[config.mk]
export PLATFORM = sky130hd
export DESIGN_NAME = pool_ctrl
export DESIGN_NICKNAME = d
export VERILOG_FILES = /design/src/rtl/pool_ctrl.sv
export SDC_FILE = /design/constraint.sdc
export NUM_CORES = 1
export LEC_CHECK = 0
export CORE_ASPECT_RATIO = 1.5
export CORE_MARGIN = 3
export CORE_UTILIZATION = 31
export CTS_CLUSTER_SIZE = 20
export DETAILED_ROUTE_END_ITERATION = 12
export GPL_ROUTABILITY_DRIVEN = 0
export SLEW_MARGIN = 15
export SYNTH_ARGS = -nofsm -noshare
export SYNTH_HDL_FRONTEND = slang
export SYNTH_SLANG_ARGS = --single-unit
[constraint.sdc]
create_clock -name clk -period 2.7 [get_ports clk]
set_input_delay 0.405 -clock clk [delete_from_list [all_inputs] [get_ports clk]]
set_output_delay 0.405 -clock clk [all_outputs]
set_load 0.1 [all_outputs]
[src/rtl/pool_ctrl.sv]
// pool_ctrl: sequences feature-buffer reads for non-overlapping KxK pooling.
// Windows are scanned in raster order and pixels within a window row-major.
// Each read produces an element index (count) one cycle later and, on the
// last element of a window, a committed result (out_valid/out_addr) one
// cycle after that.
// Handshake: rd_en is a one-cycle read strobe with no back-pressure. stall
// only holds off new reads; data already issued always moves through the
// count and out_valid stages with fixed latency.
module pool_ctrl #(
  parameter int KERNAL_SIZE = 2,
  parameter int IMG_W       = 8,
  parameter int IMG_H       = 8,
  parameter int ADDR_WIDTH  = 6
) (
  input  logic                                 clk,
  input  logic                                 reset,
  input  logic                                 start,
  input  logic                                 stall,
  output logic                                 busy,
  output logic                                 done,
  output logic                                 rd_en,
  output logic [ADDR_WIDTH-1:0]                rd_addr,
  output logic [KERNAL_SIZE*KERNAL_SIZE-1:0]   count,
  output logic                                 out_valid,
  output logic [ADDR_WIDTH-1:0]                out_addr,
  output logic [1:0]                           dbg_state
);

  localparam int KK = KERNAL_SIZE * KERNAL_SIZE;
  localparam int OW = IMG_W / KERNAL_SIZE;
  localparam int OH = IMG_H / KERNAL_SIZE;

  localparam logic [ADDR_WIDTH-1:0] ONE_A  = ADDR_WIDTH'(1);
  localparam logic [ADDR_WIDTH-1:0] K_A    = ADDR_WIDTH'(KERNAL_SIZE);
  localparam logic [ADDR_WIDTH-1:0] W_A    = ADDR_WIDTH'(IMG_W);
  localparam logic [ADDR_WIDTH-1:0] OW_A   = ADDR_WIDTH'(OW);
  localparam logic [ADDR_WIDTH-1:0] KM1_A  = ADDR_WIDTH'(KERNAL_SIZE - 1);
  localparam logic [ADDR_WIDTH-1:0] OWM1_A = ADDR_WIDTH'(OW - 1);
  localparam logic [ADDR_WIDTH-1:0] OHM1_A = ADDR_WIDTH'(OH - 1);
  localparam logic [KK-1:0]         CNT_ONE  = KK'(1);
  localparam logic [KK-1:0]         CNT_FULL = KK'(KK);

  typedef enum logic [1:0] {
    IDLE  = 2'd0,
    RUN   = 2'd1,
    DRAIN = 2'd2
  } state_t;

  state_t state_q;

  // Scan counters point at the next pixel to read.
  logic [ADDR_WIDTH-1:0] wx_q, wy_q, ox_q, oy_q;
  logic [ADDR_WIDTH-1:0] wx_d, wy_d, ox_d, oy_d;

  // Read stage (visible on rd_en/rd_addr) plus side-band carried along.
  logic                  rd_en_q;
  logic [ADDR_WIDTH-1:0] rd_addr_q;
  logic [KK-1:0]         rd_elem_q;
  logic [ADDR_WIDTH-1:0] rd_win_q;
  logic                  rd_last_q;

  // Count stage.
  logic [KK-1:0]         count_q;
  logic [ADDR_WIDTH-1:0] cnt_win_q;
  logic                  cnt_last_q;

  // Commit stage.
  logic                  out_valid_q;
  logic [ADDR_WIDTH-1:0] out_addr_q;
  logic                  done_q;

  // Issue decision and the address/index of the pixel the counters point at.
  logic                  issue;
  logic                  last_elem;
  logic                  last_win;
  logic                  final_rd;
  logic [ADDR_WIDTH-1:0] addr_c;
  logic [ADDR_WIDTH-1:0] win_c;
  logic [KK-1:0]         elem_c;

  // Decode the current scan position and decide whether a read goes out.
  always_comb begin
    issue     = ((state_q == IDLE) && start) || ((state_q == RUN) && !stall);
    last_elem = (wx_q == KM1_A) && (wy_q == KM1_A);
    last_win  = (ox_q == OWM1_A) && (oy_q == OHM1_A);
    final_rd  = last_elem && last_win;
    addr_c    = (oy_q * K_A + wy_q) * W_A + ox_q * K_A + wx_q;
    win_c     = oy_q * OW_A + ox_q;
    elem_c    = KK'(wy_q * K_A + wx_q) + CNT_ONE;
  end

  // Advance the scan counters on each issued read, wrapping at their limits.
  always_comb begin
    wx_d = wx_q;
    wy_d = wy_q;
    ox_d = ox_q;
    oy_d = oy_q;
    if (issue) begin
      if (wx_q == KM1_A) begin
        wx_d = '0;
        if (wy_q == KM1_A) begin
          wy_d = '0;
          if (ox_q == OWM1_A) begin
            ox_d = '0;
            oy_d = (oy_q == OHM1_A) ? '0 : oy_q + ONE_A;
          end else begin
            ox_d = ox_q + ONE_A;
          end
        end else begin
          wy_d = wy_q + ONE_A;
        end
      end else begin
        wx_d = wx_q + ONE_A;
      end
    end
  end

  // Control FSM, scan counters and the read -> count -> commit pipeline.
  always_ff @(posedge clk) begin
    if (reset) begin
      state_q     <= IDLE;
      wx_q        <= '0;
      wy_q        <= '0;
      ox_q        <= '0;
      oy_q        <= '0;
      rd_en_q     <= 1'b0;
      rd_addr_q   <= '0;
      rd_elem_q   <= '0;
      rd_win_q    <= '0;
      rd_last_q   <= 1'b0;
      count_q     <= '0;
      cnt_win_q   <= '0;
      cnt_last_q  <= 1'b0;
      out_valid_q <= 1'b0;
      out_addr_q  <= '0;
      done_q      <= 1'b0;
    end else begin
      wx_q <= wx_d;
      wy_q <= wy_d;
      ox_q <= ox_d;
      oy_q <= oy_d;

      count_q    <= rd_en_q ? rd_elem_q : '0;
      cnt_win_q  <= rd_win_q;
      cnt_last_q <= rd_en_q && rd_last_q;

      out_valid_q <= (count_q == CNT_FULL);
      if (count_q == CNT_FULL) out_addr_q <= cnt_win_q;
      done_q <= cnt_last_q;

      rd_en_q <= issue;
      if (issue) begin
        rd_addr_q <= addr_c;
        rd_elem_q <= elem_c;
        rd_win_q  <= win_c;
        rd_last_q <= final_rd;
      end

      case (state_q)
        IDLE:    if (start) state_q <= RUN;
        RUN:     if (issue && final_rd) state_q <= DRAIN;
        DRAIN:   if (done_q) state_q <= IDLE;
        default: state_q <= IDLE;
      endcase
    end
  end

  assign busy      = (state_q != IDLE);
  assign done      = done_q;
  assign rd_en     = rd_en_q;
  assign rd_addr   = rd_addr_q;
  assign count     = count_q;
  assign out_valid = out_valid_q;
  assign out_addr  = out_addr_q;
  assign dbg_state = state_q;

endmodule

After elaboration in Yosys (flattened, before gate mapping)
Cells that the tools add are included.
- bits in registers: 63
- logic and storage cells: 61
- output and inout bits: 22
- mux-type cells: 8
- add/subtract/negate cells: 10
- eq/ne operators: 10
- bitwise gates (word level): 1
- reductions and logical operators: 16
- operator list (kind ; number):
    6-bit by 1-bit adder with 6-bit output (second input constant) ; 4
    6-bit 2-to-1 mux ; 4
    6-bit adder ; 3
    6-bit by 1-bit == test with 1-bit output (second input constant) ; 2
    6-bit by 2-bit == test with 1-bit output (second input constant) ; 2
    1-bit logical AND ; 7
    2-bit 2-to-1 mux ; 3
    2-bit one-hot mux with 3 select lines ; 1
    3-bit AND reduction ; 2
    4-bit by 1-bit adder with 4-bit output (second input constant) ; 1
    4-bit adder ; 1
    4-bit by 3-bit == test with 1-bit output (second input constant) ; 1
    2-bit != test (second input constant) ; 2
    4-bit AND reduction ; 1
    3-bit adder ; 1
    2-bit by 1-bit == test with 1-bit output (second input constant) ; 1
    2-bit == test (second input constant) ; 1
    2-bit zero test ; 1
    2-bit by 1-bit != test with 1-bit output (second input constant) ; 1
    2-bit AND reduction ; 1
    2-bit nonzero test ; 1
    2-bit OR reduction ; 1
    1-bit zero test ; 1
    1-bit logical OR ; 1
    1-bit inverter ; 1

Longest topological paths before layout
Gate-level depths: netlist (run 1).
- word-level depth: 6
- mapped depth: 8

Worst setup path before layout (run 1)
OpenSTA, ideal clock, no wires.
- path kind: reg2reg
- start: reg state_q[0], in the netlist dbg_state[0]
- end: reg oy_q[4]
- setup time: 0.121 ns
- arrival time: 2.257 ns
- cell stages (with the launch flop): 6
- required time: 2.579 ns
- path slack: 0.323 ns
- cells stage by stage: dfxtp_1 > o21ba_2 > nand4_2 > buf_6 > nor4_1 > mux2_2
- cells in the longest elaborated chain, start to end: 4
- elaborated cells between the ends (all ways): 6
- classes of those cells: eq/ne (1); reduce/logical (5)
- RTL lines (item ; RTL line ; text):
    from (decl) ; 49 ; state_t state_q;
    from (signal assigned) ; 121 ; state_q <= IDLE;
    from (signal assigned) ; 160 ; IDLE: if (start) state_q <= RUN;
    from (signal assigned) ; 161 ; RUN: if (issue && final_rd) state_q <= DRAIN;
    2-bit by 1-bit == test with 1-bit output or 2-bit zero test (tied branches) ; 83 ; issue = ((state_q == IDLE) && start) || ((state_q == RUN) && !stall);
    1-bit logical AND ; 83 ;
    1-bit logical OR (*) ; 83 ;
    4-bit AND reduction (no source line) (*) ; -- ;
    to (signal assigned) ; 141 ; oy_q <= oy_d;
    to (decl) ; 52 ; logic [ADDR_WIDTH-1:0] wx_q, wy_q, ox_q, oy_q;
Mark *: on every way between the ends. The rest lies on a longest branch, timed or not.
A chain may end at the register's enable or synchronous reset.

Final worst setup path (run 1)
- start: reg oy_q[0]
- end: reg rd_addr_q[5], in the netlist rd_addr[5]
- cells in the longest elaborated chain, start to end: 3
- RTL lines (item ; RTL line ; text):
    3-bit adder ; 87 ; addr_c = (oy_q * K_A + wy_q) * W_A + ox_q * K_A + wx_q;
    6-bit adder (2 in a row) ; 87 ;
    to (signal assigned) ; 153 ; rd_addr_q <= addr_c;
    to (decl) ; 57 ; logic [ADDR_WIDTH-1:0] rd_addr_q;
Every way passes these cells.

==> summary.md, run 1 <==
| Metric | Value |
|---|---|
| Outcome | finished, final reports clean |
| Initial antenna violation count | 0 |
| Setup Slack @ Placement | 0.301 ns |
| Top_reg_cell synth | dfxtp_1 |
| Detailed router's first-iteration violation count | roughly 110 |
| Synth cell count leaders | 63 x dfxtp_1, 29 x nand2_1, 26 x a21oi_1, 23 x nor2_1, 17 x ha_1 |
| Most instantiated library cell after synthesis | dfxtp_1 |
| Crit path cell chain | ha_1, fa_1, xor2_1, xnor3_1, xnor2_1, a211oi_1 |
| Fin nets | 372 |
| Vias | roughly 2,300 |
| Synth cell types | between 40 and 50 |
| I/O pin total | 26 |
| Drt pass-1 iters | 4 |
| Chip height | ~130 µm |
| Syn Area/Cell | about 9.4 µm² |
| Worst clock skew | about 0.0088 ns |
| LEAKAGE | about 0.0014 µW |
| Area leader, netlist | dfxtp_1 |
| DP Wirelength | approximately 4700 µm |
| DR top layer | met4 |
| Clock share of power | 0.486 |
| Port buffer count | 25 |
| H-tree depth | 3 |
| Initial Utilization | 0.320 |
| Core area | just over 9000 µm² |
| Largest family of logic cells by synthesized area | simple AND/OR/NAND/NOR gates |
| Multi-input logic area | approximately 1600 µm² |
| Worst-Skew Late Latency | 0.33 ns |
| DRC violations left | 0 |
| Gate power share | 0.121 |
| First-pass GRT wire length | 10,900 µm |
| Max incr delay on CP | between 0.4 and 0.5 ns |
| Vias in the first global route | between 2,000 and 2,500 |
| Die area | about 11,000 µm² |
| Post-route ant nets | 0 |
| Max-Cap Viols | 0 |
| Power per cell area | just under 700 nW/µm² |
| Setup TNS Final | 0 ns |
| Worst Tran Pin Value | between 0.5 and 0.6 ns |
| Asr flop ratio synth | 0 |
| Worst path required time | between 2 and 3 ns |
| Drt total wl | 6490 µm |
| Area grow syn2layout | 21.8% |
| Root buffer cell | clkbuf_16 |
| Synth Area in Compound Gates | 0.119 |
| CTS Hold Buffers Added | 0 |
| Largest net degree at the start of global routing | 53 |
| CTS buffer count | 9 |
| Adder-Cell Fraction of Synth Area | 0.105 |
| Final setup vio count | 0 |
| Crit Path Category | reg2reg |
| Slowest CP cell | dfxtp_1 |
| Mapped Nets | about 340 |
| FF+latch count, synth | 63 |
| Critical Path AT | about 2.4 ns |
| Synth Area in XOR/XNOR | 0.0517 |
| Worst min path class | reg2reg |
| Ant diodes | 0 |
| Reg area | about 1300 µm² |
| Max VDD drop | between 0.4 and 0.5 mV |
| Post-CTS Repair Setup Buffers | 0 |
| Tmin final | 2.16 ns |
| Yosys warning count | 0 |
| Register share of total power | 0.393 |
| Post-CTS sizing | 0 |
| Unrepaired setup endpoints after global routing | false |
| Final hold vios | 0 |
| WP buf/inv | 0 |
| Post-Syn Area | approximately 3000 µm² |
| DR WL met3 | 197 µm |
| CTS clock-pin slew for the worst setup and hold paths | ~0.060 ns |
| Num rows | 43 |
| Max FO, Critical Path | 7 |
| Max Fclk | 462 MHz |
| WL per Instance | between 10 and 15 µm |
| Layout cells sized above 1 | 0.166 |
| Multiplexer share of the synthesized area | 0.0315 |
| Internal | 1860 µW |
| TritonCTS clock tree | yes |
| Die width | 86.0 µm |
| Met2 Wirelength | roughly 3400 µm |
| Post-Synthesis Cells | around 320 |
| Fill count | 943 |
| Clock sinks | 63 |
| Worst slew margin | 0.637 |
| Simple-gate portion of the synthesized area | 0.226 |
| Sequential area share after synthesis | 0.424 |
| Worst setup SP type | register |
| Tot Pwr | ~2500 µW |
| Slew Limit Fails | 0 |
| Wl on met1 | ~2700 µm |
| Switching Power | about 660 µW |
| Total Routing Usage GR | 0.130 |
| Clock Tree Buf Depth | 2 |
| Fin worst setup slack | ~0.54 ns |
| GRT overflow | 0 |
| Worst path top cell family by delay | XOR/XNOR gates |
| Vias/cell | 4.94 |
| Period Utilization, post-route | 0.801 |
| CP Capture Type | register |
| Post-synth EDFFs | 0 |
| Switch share | 0.263 |
| Top post-synthesis cells by area | dfxtp_1 42%, ha_1 7.1%, a21oi_1 4.4%, xnor2_1 3.8%, nand2_1 3.7% |
| Area share of the largest cell type after synthesis | 0.424 |
==> area by class of cell <==
type | count | share of cell area
repair buffers | 34 | 0.0745
flip-flops and latches | 63 | 0.348
well taps | 112 | 0.0386
inverters | 15 | 0.0155
clock buffers | 9 | 0.0621
clock inverters | 6 | 0.0238
multi-input cells | 223 | 0.438
==> flip-flops by register name (all words and copies together) (netlist names), 6 cells and up <==
register / flops
rd_addr: 6
out_addr: 6
wy_q: 6
wx_q: 6
rd_win_q: 6
ox_q: 6
cnt_win_q: 6
oy_q: 6
==> placed cells by master (no fill, tap or decap), types with 2 or more instances in the layout <==
| cell | instances |
|---|---|
| dfxtp_1 | 63 |
| buf_4 | 30 |
| nand2_1 | 29 |
| a21oi_1 | 26 |
| nor2_1 | 23 |
| ha_1 | 17 |
| inv_1 | 15 |
| xnor2_1 | 13 |
| nor2b_1 | 11 |
| and2_1 | 10 |
| o21ai_0 | 9 |
| clkbuf_16 | 9 |
| nand3_1 | 8 |
| nor3_1 | 8 |
| nand4_1 | 8 |
| a211oi_1 | 7 |
| mux2i_1 | 6 |
| or4_1 | 5 |
| fa_1 | 5 |
| o31ai_1 | 4 |
| or3_1 | 4 |
| nor4_1 | 3 |
| mux2_2 | 3 |
| a21o_1 | 3 |
| and4_1 | 2 |
| nor4b_4 | 2 |
| xor2_1 | 2 |
| bufinv_16 | 2 |
| clkinv_2 | 2 |
| clkdlybuf4s50_1 | 2 |
==> metrics by stage <==
step           utilization  std cells  hold slack [ns]  area (µm²)
3_5_place_dp         0.356        447            0.437        3320
2_1_floorplan            -        317            0.414        2980
3_3_place_gp         0.356        447            0.425        3320
6_report             0.390        462            0.442        3630
4_1_cts              0.390        462            0.447        3630
5_1_grt              0.390        462            0.460        3630
==> layer usage <==
layer  global-route usage  vias up
met2                0.224       40
met5                    0        -
met1                0.140     1061
met4               0.0867        0
met3               0.0281       15
li1                     -     1165
==> path summary, 6_finish.rpt <==
check / slack [ns] / cells after the start / endpoint / from
setup / recovery: 0.54 / 6 / rd_addr[5]$_SDFFE_PP0N_ / oy_q[0]$_SDFFE_PP0P_
hold / removal: 0.44 / 1 / done$_SDFF_PP0_ / cnt_last_q$_SDFF_PP0_
setup reg to reg: 0.54 / 6 / rd_addr[5]$_SDFFE_PP0N_ / oy_q[0]$_SDFFE_PP0P_
hold reg to reg: 0.44 / 1 / done$_SDFF_PP0_ / cnt_last_q$_SDFF_PP0_
==> cell families (layout without fill, tap and decap cells) <==
logic type | after synthesis | in the layout
AOI/OAI and AO/OA | 57 | 57
xor gates and xnor gates | 16 | 16
adders and majority gates | 22 | 22
buffers and inverters | 31 | 64
DFF | 63 | 63
muxes | 9 | 9
and+or+nand+nor | 119 | 119
==> worst register-to-register path: cells and delay by family (launching register included) <==
family	cells	cell delay, ns
flops	1	0.46
compound gates	1	0.20
fa+ha+maj	2	0.69
xor+xnor	3	0.73
==> power groups by stage <==
stage | Clock [µW] | Combinational, µW | Sequential (µW)
global route | 1290 | 333 | 996
global placement | 0 | 304 | 1010
floorplan | 0 | 159 | 1080
finish | 1220 | 305 | 990
detailed placement | 0 | 309 | 1010
CTS | 1240 | 310 | 991
Note: power is estimated with default switching activity, not from simulation.
==> inputs of run 2 (changes only) <==
clock period = 2.2 ns   (was 2.7 ns; I/O delays follow)
==> run 2 against run 1 <==
Total power is 27% higher. Utilization is 1.3 points higher. Highest routed layer unchanged. Clock skew is 0.0044 ns lower. Global-route usage hardly changed. Critical path depth stayed put. Register-to-register slack worse by 0.37 ns. Hold slack worse by 0.071 ns. Non-clock buffer count is 13 higher. First-iteration DRC count is 46% lower. Critical endpoint unchanged. Setup slack worse by 0.37 ns.
==> summary.md, run 2 (synthesis gave the netlist of run 1 again) <==
| Metric | Value |
|---|---|
| Setup TNS Final | 0 ns (unchanged) |
| Switch share | 0.249 (-0.0134) |
| Fill count | 943 (unchanged) |
| Unrepaired setup endpoints after global routing | false |
| Switching Power | 796 µW (+20%) |
| Crit Path Category | reg2reg |
| TritonCTS clock tree | yes |
| DRC violations left | 0 (unchanged) |
| Drt pass-1 iters | 4 (unchanged) |
| Chip height | 126 µm (unchanged) |
| LEAKAGE | 0.00153 µW (+5.3%) |
| Detailed router's first-iteration violation count | 62 (-46%) |
| Post-route ant nets | 0 (unchanged) |
| Total Routing Usage GR | 0.131 (+0.000384) |
| I/O pin total | 26 (unchanged) |
| Max Fclk | 492 MHz (+6.4%) |
| First-pass GRT wire length | 11,000 µm (+1.2%) |
| RR Endpoint | rd_addr[5]$_SDFFE_PP0N_ |
| Hold EP | rd_win_q[2]$_SDFFE_PP0N_ |
| Worst min path class | in2reg |
| Critical Path AT | 2.28 ns (-0.13 ns) |
| Fin nets | 385 (+3.5%) |
| Max VDD drop | 0.513 mV (+13%) |
| Initial Utilization | 0.320 (unchanged) |
| Vias in the first global route | 2,392 (+8.6%) |
| Min-delay src | reset |
| Clock sinks | 63 (unchanged) |
| Power per cell area | 850 nW/µm² (+22%) |
| Largest net degree at the start of global routing | 22 (-58%) |
| DP Area | 3400 µm² (+2.6%) |
| Worst clock skew | 0.00440 ns (-0.00437 ns) |
| Period Utilization, post-route | 0.925 (+0.123) |
| Initial antenna violation count | 0 (unchanged) |
| Reg2Reg Setup Slack | 0.17 ns (-0.37 ns) |
| H-tree depth | 3 (unchanged) |
| Worst-Skew Late Latency | 0.33 ns (about the same) |
| Num rows | 43 (unchanged) |
| Ant diodes | 0 (unchanged) |
| Clock share of power | 0.498 (+0.012) |
| Die width | 86.0 µm (unchanged) |
| Worst setup SP type | register |
| GRT overflow | 0 (unchanged) |
| Register share of total power | 0.379 (-0.014) |
| CTS Hold Buffers Added | 0 (unchanged) |
| CTS clock-pin slew for the worst setup and hold paths | 0.05 ns (about the same) |
| CP Capture Type | register |
| Most common library cell in the layout ignoring fill and taps | dfxtp_1 |
| Port buffer count | 25 (unchanged) |
| Max-Cap Viols | 0 (unchanged) |
| Worst slew margin | 0.724 (+0.0865) |
| Reg2Reg Launch Point | wy_q[1]$_SDFFE_PP0P_ |
| Drt total wl | 6460 µm (-0.54%) |
| Vias | 2,353 (+3.2%) |
| Outcome | finished, final reports clean |
| Max FO, Critical Path | 3 (-4) |
| Internal | 2390 µW (+29%) |
| R2R cell count | 6 (unchanged) |
| Worst Tran Pin Value | 0.414 ns (-0.131 ns) |
| Area grow syn2layout | 26.0% |
| Vias/cell | 4.94 (+0.12%) |
| Tmin final | 2.03 ns (-0.130 ns) |
| DP Wirelength | 4870 µm (+4.3%) |
| Post-route cell area | 3750 µm² (+3.4%) |
| CTS buffer count | 9 (unchanged) |
| Clock Tree Buf Depth | 2 (unchanged) |
| Hold Path Depth | 2 (+1) |
| Final setup vio count | 0 (unchanged) |
| WL per Instance | 13.6 µm (-3.5%) |
| Most frequent cells in the layout | 60 x dfxtp_1, 44 x buf_4, 29 x nand2_1, 26 x a21oi_1, 23 x nor2_1 |
| Gate power share | 0.122 (about the same) |
| Worst path required time | 2.45 ns (-0.49 ns) |
| Root buffer cell | clkbuf_16 |
| Final hold vios | 0 (unchanged) |
| Slew Limit Fails | 0 (unchanged) |
| Core area | 9310 µm² (unchanged) |
| Die area | 10,800 µm² (unchanged) |
| Layout cells sized above 1 | 0.209 (+0.0431) |
-- run 2: cell count changes in the layout (fill, tap and decap cells not counted), sizes merged --
cell,previous run,this run
clkinv,3,1
buf,32,45
clkbuf,9,12
-- run 2: cell type report --
cell class                      count  area, µm²  share of cell area
Inverter                           15       56.3              0.0150
Multi-Input combinational cell    223       1590               0.424
Tap cell                          112        140              0.0373
Sequential cell                    63       1260               0.337
Timing Repair Buffer               47        355              0.0947
Clock buffer                       12        267              0.0710
Clock inverter                      4       76.3              0.0203
-- run 2: power groups by stage --
stage,Sequential (µW),Clock [µW],Combinational (µW)
floorplan,1330,0,195
global placement,1230,0,389
detailed placement,1230,0,392
CTS,1210,1620,394
global route,1220,1680,429
finish,1210,1590,391
-- run 2: worst max path at each step --
stage                                    from                 endpoint  cells after the start
floorplan           dbg_state[1]$_SDFFE_PP0P_     oy_q[4]$_SDFFE_PP0P_                      5
global placement                        start     wx_q[1]$_SDFFE_PP0N_                      6
detailed placement       wx_q[3]$_SDFFE_PP0N_  rd_addr[5]$_SDFFE_PP0N_                      8
CTS                      wx_q[3]$_SDFFE_PP0N_  rd_addr[5]$_SDFFE_PP0N_                      8
global route             wx_q[3]$_SDFFE_PP0N_  rd_addr[5]$_SDFFE_PP0N_                      8
finish                   wy_q[1]$_SDFFE_PP0P_  rd_addr[5]$_SDFFE_PP0N_                      6
-- run 2: per-stage QoR --
| step | instances | total power, µW | setup WS, ns | utilization | hold WS, ns |
|---|---|---|---|---|---|
| after floorplan | 317 | 1520 | 0.0612 | - | 0.414 |
| after global placement | 460 | 1620 | 0.137 | 0.366 | 0.438 |
| after detailed placement | 460 | 1630 | 0.0747 | 0.366 | 0.435 |
| after CTS | 476 | 3230 | 0.0656 | 0.402 | 0.358 |
| after global routing | 476 | 3330 | 0.0197 | 0.403 | 0.379 |
| final | 476 | 3190 | 0.166 | 0.403 | 0.371 |
-- run 2: worst max-delay path, stage by stage (launching register included) --
cell,delay (ns)
dfxtp_1,0.33
ha_1,0.31
fa_1,0.38
xor2_1,0.15
xnor3_1,0.43
xnor2_1,0.15
a211oi_2,0.21
-- run 2: layer usage --
layer | global-route usage | up-vias | wire length [µm]
li1 | - | 1195 | -
met1 | 0.129 | 1110 | 2590
met2 | 0.235 | 33 | 3460
met3 | 0.0373 | 15 | 187
met4 | 0.0792 | 0 | 223
met5 | 0 | - | 0
-- run 2: timing repair --
action,4_1_cts,5_1_grt
buffers inserted,0,0
gates resized for setup,0,3
endpoints found under the setup margin,0,1
==> inputs of run 3 (changes only) <==
CTS_BUF_LIST = sky130_fd_sc_hd__clkbuf_16   (was default)
MAX_ROUTING_LAYER = met4   (was default)
==> run 3 against run 2 <==
Critical path type unchanged. Non-clock buffer count unchanged. Utilization down 0.32 points. Global-route usage up 0.21 points. Clock-buffer cell count down 3. Clock power down 8%. Via count up 0.17%. Setup slack better by 0.0011 ns.
==> summary.md, run 3 (synthesis gave the netlist of run 1 again) <==
| Metric | Value |
|---|---|
| Outcome | finished, final reports clean |
| Setup TNS Final | 0 ns (unchanged) |
| Vias | 2,357 (+0.17%) |
| Die width | 86.0 µm (unchanged) |
| Most common library cell in the layout ignoring fill and taps | dfxtp_1 |
| GRT overflow | 0 (unchanged) |
| Root buffer cell | clkbuf_16 |
| First-pass GRT wire length | 10,900 µm (-1.2%) |
| CTS buffer count | 9 (unchanged) |
| Final setup vio count | 0 (unchanged) |
| Vias/cell | 4.95 (+0.17%) |
| Clock Tree Buf Depth | 2 (unchanged) |
| Most frequent cells in the layout | 60 x dfxtp_1, 44 x buf_4, 29 x nand2_1, 26 x a21oi_1, 23 x nor2_1 |
| Final hold vios | 0 (unchanged) |
| Vias in the first global route | 2,348 (-1.8%) |
| Num rows | 43 (unchanged) |
| Multi-input logic area | 1590 µm² (unchanged) |
| DRC violations left | 0 (unchanged) |
| Power per cell area | 826 nW/µm² (-2.9%) |
| Max FO, Critical Path | 3 (unchanged) |
| LEAKAGE | 0.00151 µW (-1.1%) |
| Tmin final | 2.03 ns (-0.00109 ns) |
| Register share of total power | 0.394 (+0.015) |
| Largest net degree at the start of global routing | 22 (unchanged) |
| Ant diodes | 0 (unchanged) |
| Core area | 9310 µm² (unchanged) |
| Fin nets | 385 (unchanged) |
| Gate power share | 0.127 (+0.005) |
| Die area | 10,800 µm² (unchanged) |
| Worst clock skew | 0.00588 ns (+0.00149 ns) |
| WL per Instance | 13.4 µm (-0.87%) |
| Fill count | 948 (+0.53%) |
| Reg2Reg Setup Slack | 0.17 ns (about the same) |
| CTS Hold Buffers Added | 0 (unchanged) |
| CP Capture Type | register |
| Crit path to | rd_addr[5]$_SDFFE_PP0N_ |
| Slew Limit Fails | 0 (unchanged) |
| TritonCTS clock tree | yes |
| Worst slew margin | 0.727 (+0.00322) |
| Detailed router's first-iteration violation count | 58 (-6.5%) |
| Layout cells sized above 1 | 0.201 (-0.00824) |
| Worst min path class | in2reg |
| Crit Path Category | reg2reg |
| Fin worst setup slack | 0.167 ns (+0.00109 ns) |
| CTS clock-pin slew for the worst setup and hold paths | 0.05 ns (about the same) |
| Max-Cap Viols | 0 (unchanged) |
| Drt pass-1 iters | 4 (unchanged) |
| Switch share | 0.255 (+0.00586) |
| DR WL met3 | 202 µm (+8.0%) |
| Total Routing Usage GR | 0.133 (+0.00213) |
| Port buffer count | 25 (unchanged) |
| Unrepaired setup endpoints after global routing | false |
| Fin cells | 476 (unchanged) |
| Post-route ant nets | 0 (unchanged) |
| H-tree depth | 3 (unchanged) |
| Worst setup SP type | register |
| Reg2Reg Launch Point | wy_q[1]$_SDFFE_PP0P_ |
| RR Endpoint | rd_addr[5]$_SDFFE_PP0N_ |
| Wl on met1 | 2550 µm (-1.6%) |
| Worst Tran Pin Value | 0.409 ns (-0.00482 ns) |
| Worst-Skew Late Latency | 0.33 ns (about the same) |
| DR top layer | met4 |
| Period Utilization, post-route | 0.924 (about the same) |
| Worst path required time | 2.45 ns (about the same) |
| CP Launch Point | wy_q[1]$_SDFFE_PP0P_ |
| Initial antenna violation count | 0 (unchanged) |
| Setup Slack @ Placement | 0.0747 ns (unchanged) |
| Internal | 2290 µW (-4.4%) |
| Clock sinks | 63 (unchanged) |
| Chip height | 126 µm (unchanged) |
| Reg area | 1260 µm² (unchanged) |
| Initial Utilization | 0.320 (unchanged) |
| Post-CTS Repair Setup Buffers | 0 (unchanged) |
| Switching Power | 785 µW (-1.4%) |
| Inst Count DP | 460 (unchanged) |
| Drt total wl | 6400 µm (-0.87%) |
| Max Fclk | 492 MHz (about the same) |
| Clock share of power | 0.480 (-0.018) |
| Area grow syn2layout | 25.0% |
| R2R cell count | 6 (unchanged) |
| Max VDD drop | 0.502 mV (-2.1%) |
| DP Wirelength | 4870 µm (unchanged) |
| I/O pin total | 26 (unchanged) |
| Critical Path AT | 2.28 ns (about the same) |
| Met2 Wirelength | 3440 µm (-0.52%) |
==> run 3: cell count changes in the layout (fill, tap and decap cells not counted) <==
cell	before	now
clkbuf_8	3	0
clkinv_1	0	3
==> run 3: layout make-up <==
cell class              instances  area share
clock buffers                   9      0.0605
well taps                     112      0.0376
flip-flops and latches         63       0.340
repair buffers                 47      0.0955
clock inverters                 7      0.0235
multi-input cells             223       0.428
inverters                      15      0.0151
==> run 3: per-layer routing <==
metal  vias up  GRT usage
met5         -          -
met1      1108      0.130
met4         0     0.0783
li1       1199          -
met2        33      0.231
met3        17     0.0353
==> run 3: how the worst min path moves through the flow <==
stage                                            to                       from  slack [ns]  cells after the start
after floorplan                     done$_SDFF_PP0_      cnt_last_q$_SDFF_PP0_        0.41                      1
after global placement    rd_elem_q[2]$_SDFFE_PP0N_  rd_elem_q[2]$_SDFFE_PP0N_        0.44                      2
after CTS                  rd_win_q[2]$_SDFFE_PP0N_                      reset        0.36                      2
after global routing       rd_win_q[3]$_SDFFE_PP0N_                      reset        0.38                      2
after detailed placement            done$_SDFF_PP0_      cnt_last_q$_SDFF_PP0_        0.44                      1
final                      rd_win_q[2]$_SDFFE_PP0N_                      reset        0.37                      2
==> run 3: timing repair <==
item,in CTS,in global routing
setup endpoints to repair,0,1
endpoints found under the hold margin,0,0
resized for setup,0,3
==> run 3: metrics by stage <==
stage / instance area [µm²] / hold slack (ns) / power, µW / util
final: 3720 / 0.371 / 3070 / 0.400
after global routing: 3720 / 0.382 / 3220 / 0.400
after CTS: 3710 / 0.358 / 3120 / 0.399
after detailed placement: 3400 / 0.435 / 1630 / 0.366
after global placement: 3400 / 0.438 / 1620 / 0.366
after floorplan: 2980 / 0.414 / 1520 / -
==> run 3: worst max-delay path, cell delays in order, from the launching register on <==
cell	delay, ns
dfxtp_1	0.32
ha_1	0.31
fa_1	0.38
xor2_1	0.15
xnor3_1	0.43
xnor2_1	0.15
a211oi_2	0.21
==> run 3: power groups by stage <==
stage	combinational, µW	clock (µW)	sequential [µW]
finish	390	1470	1210
global route	429	1570	1210
CTS	394	1510	1210
detailed placement	392	0	1230
global placement	389	0	1230
floorplan	195	0	1330
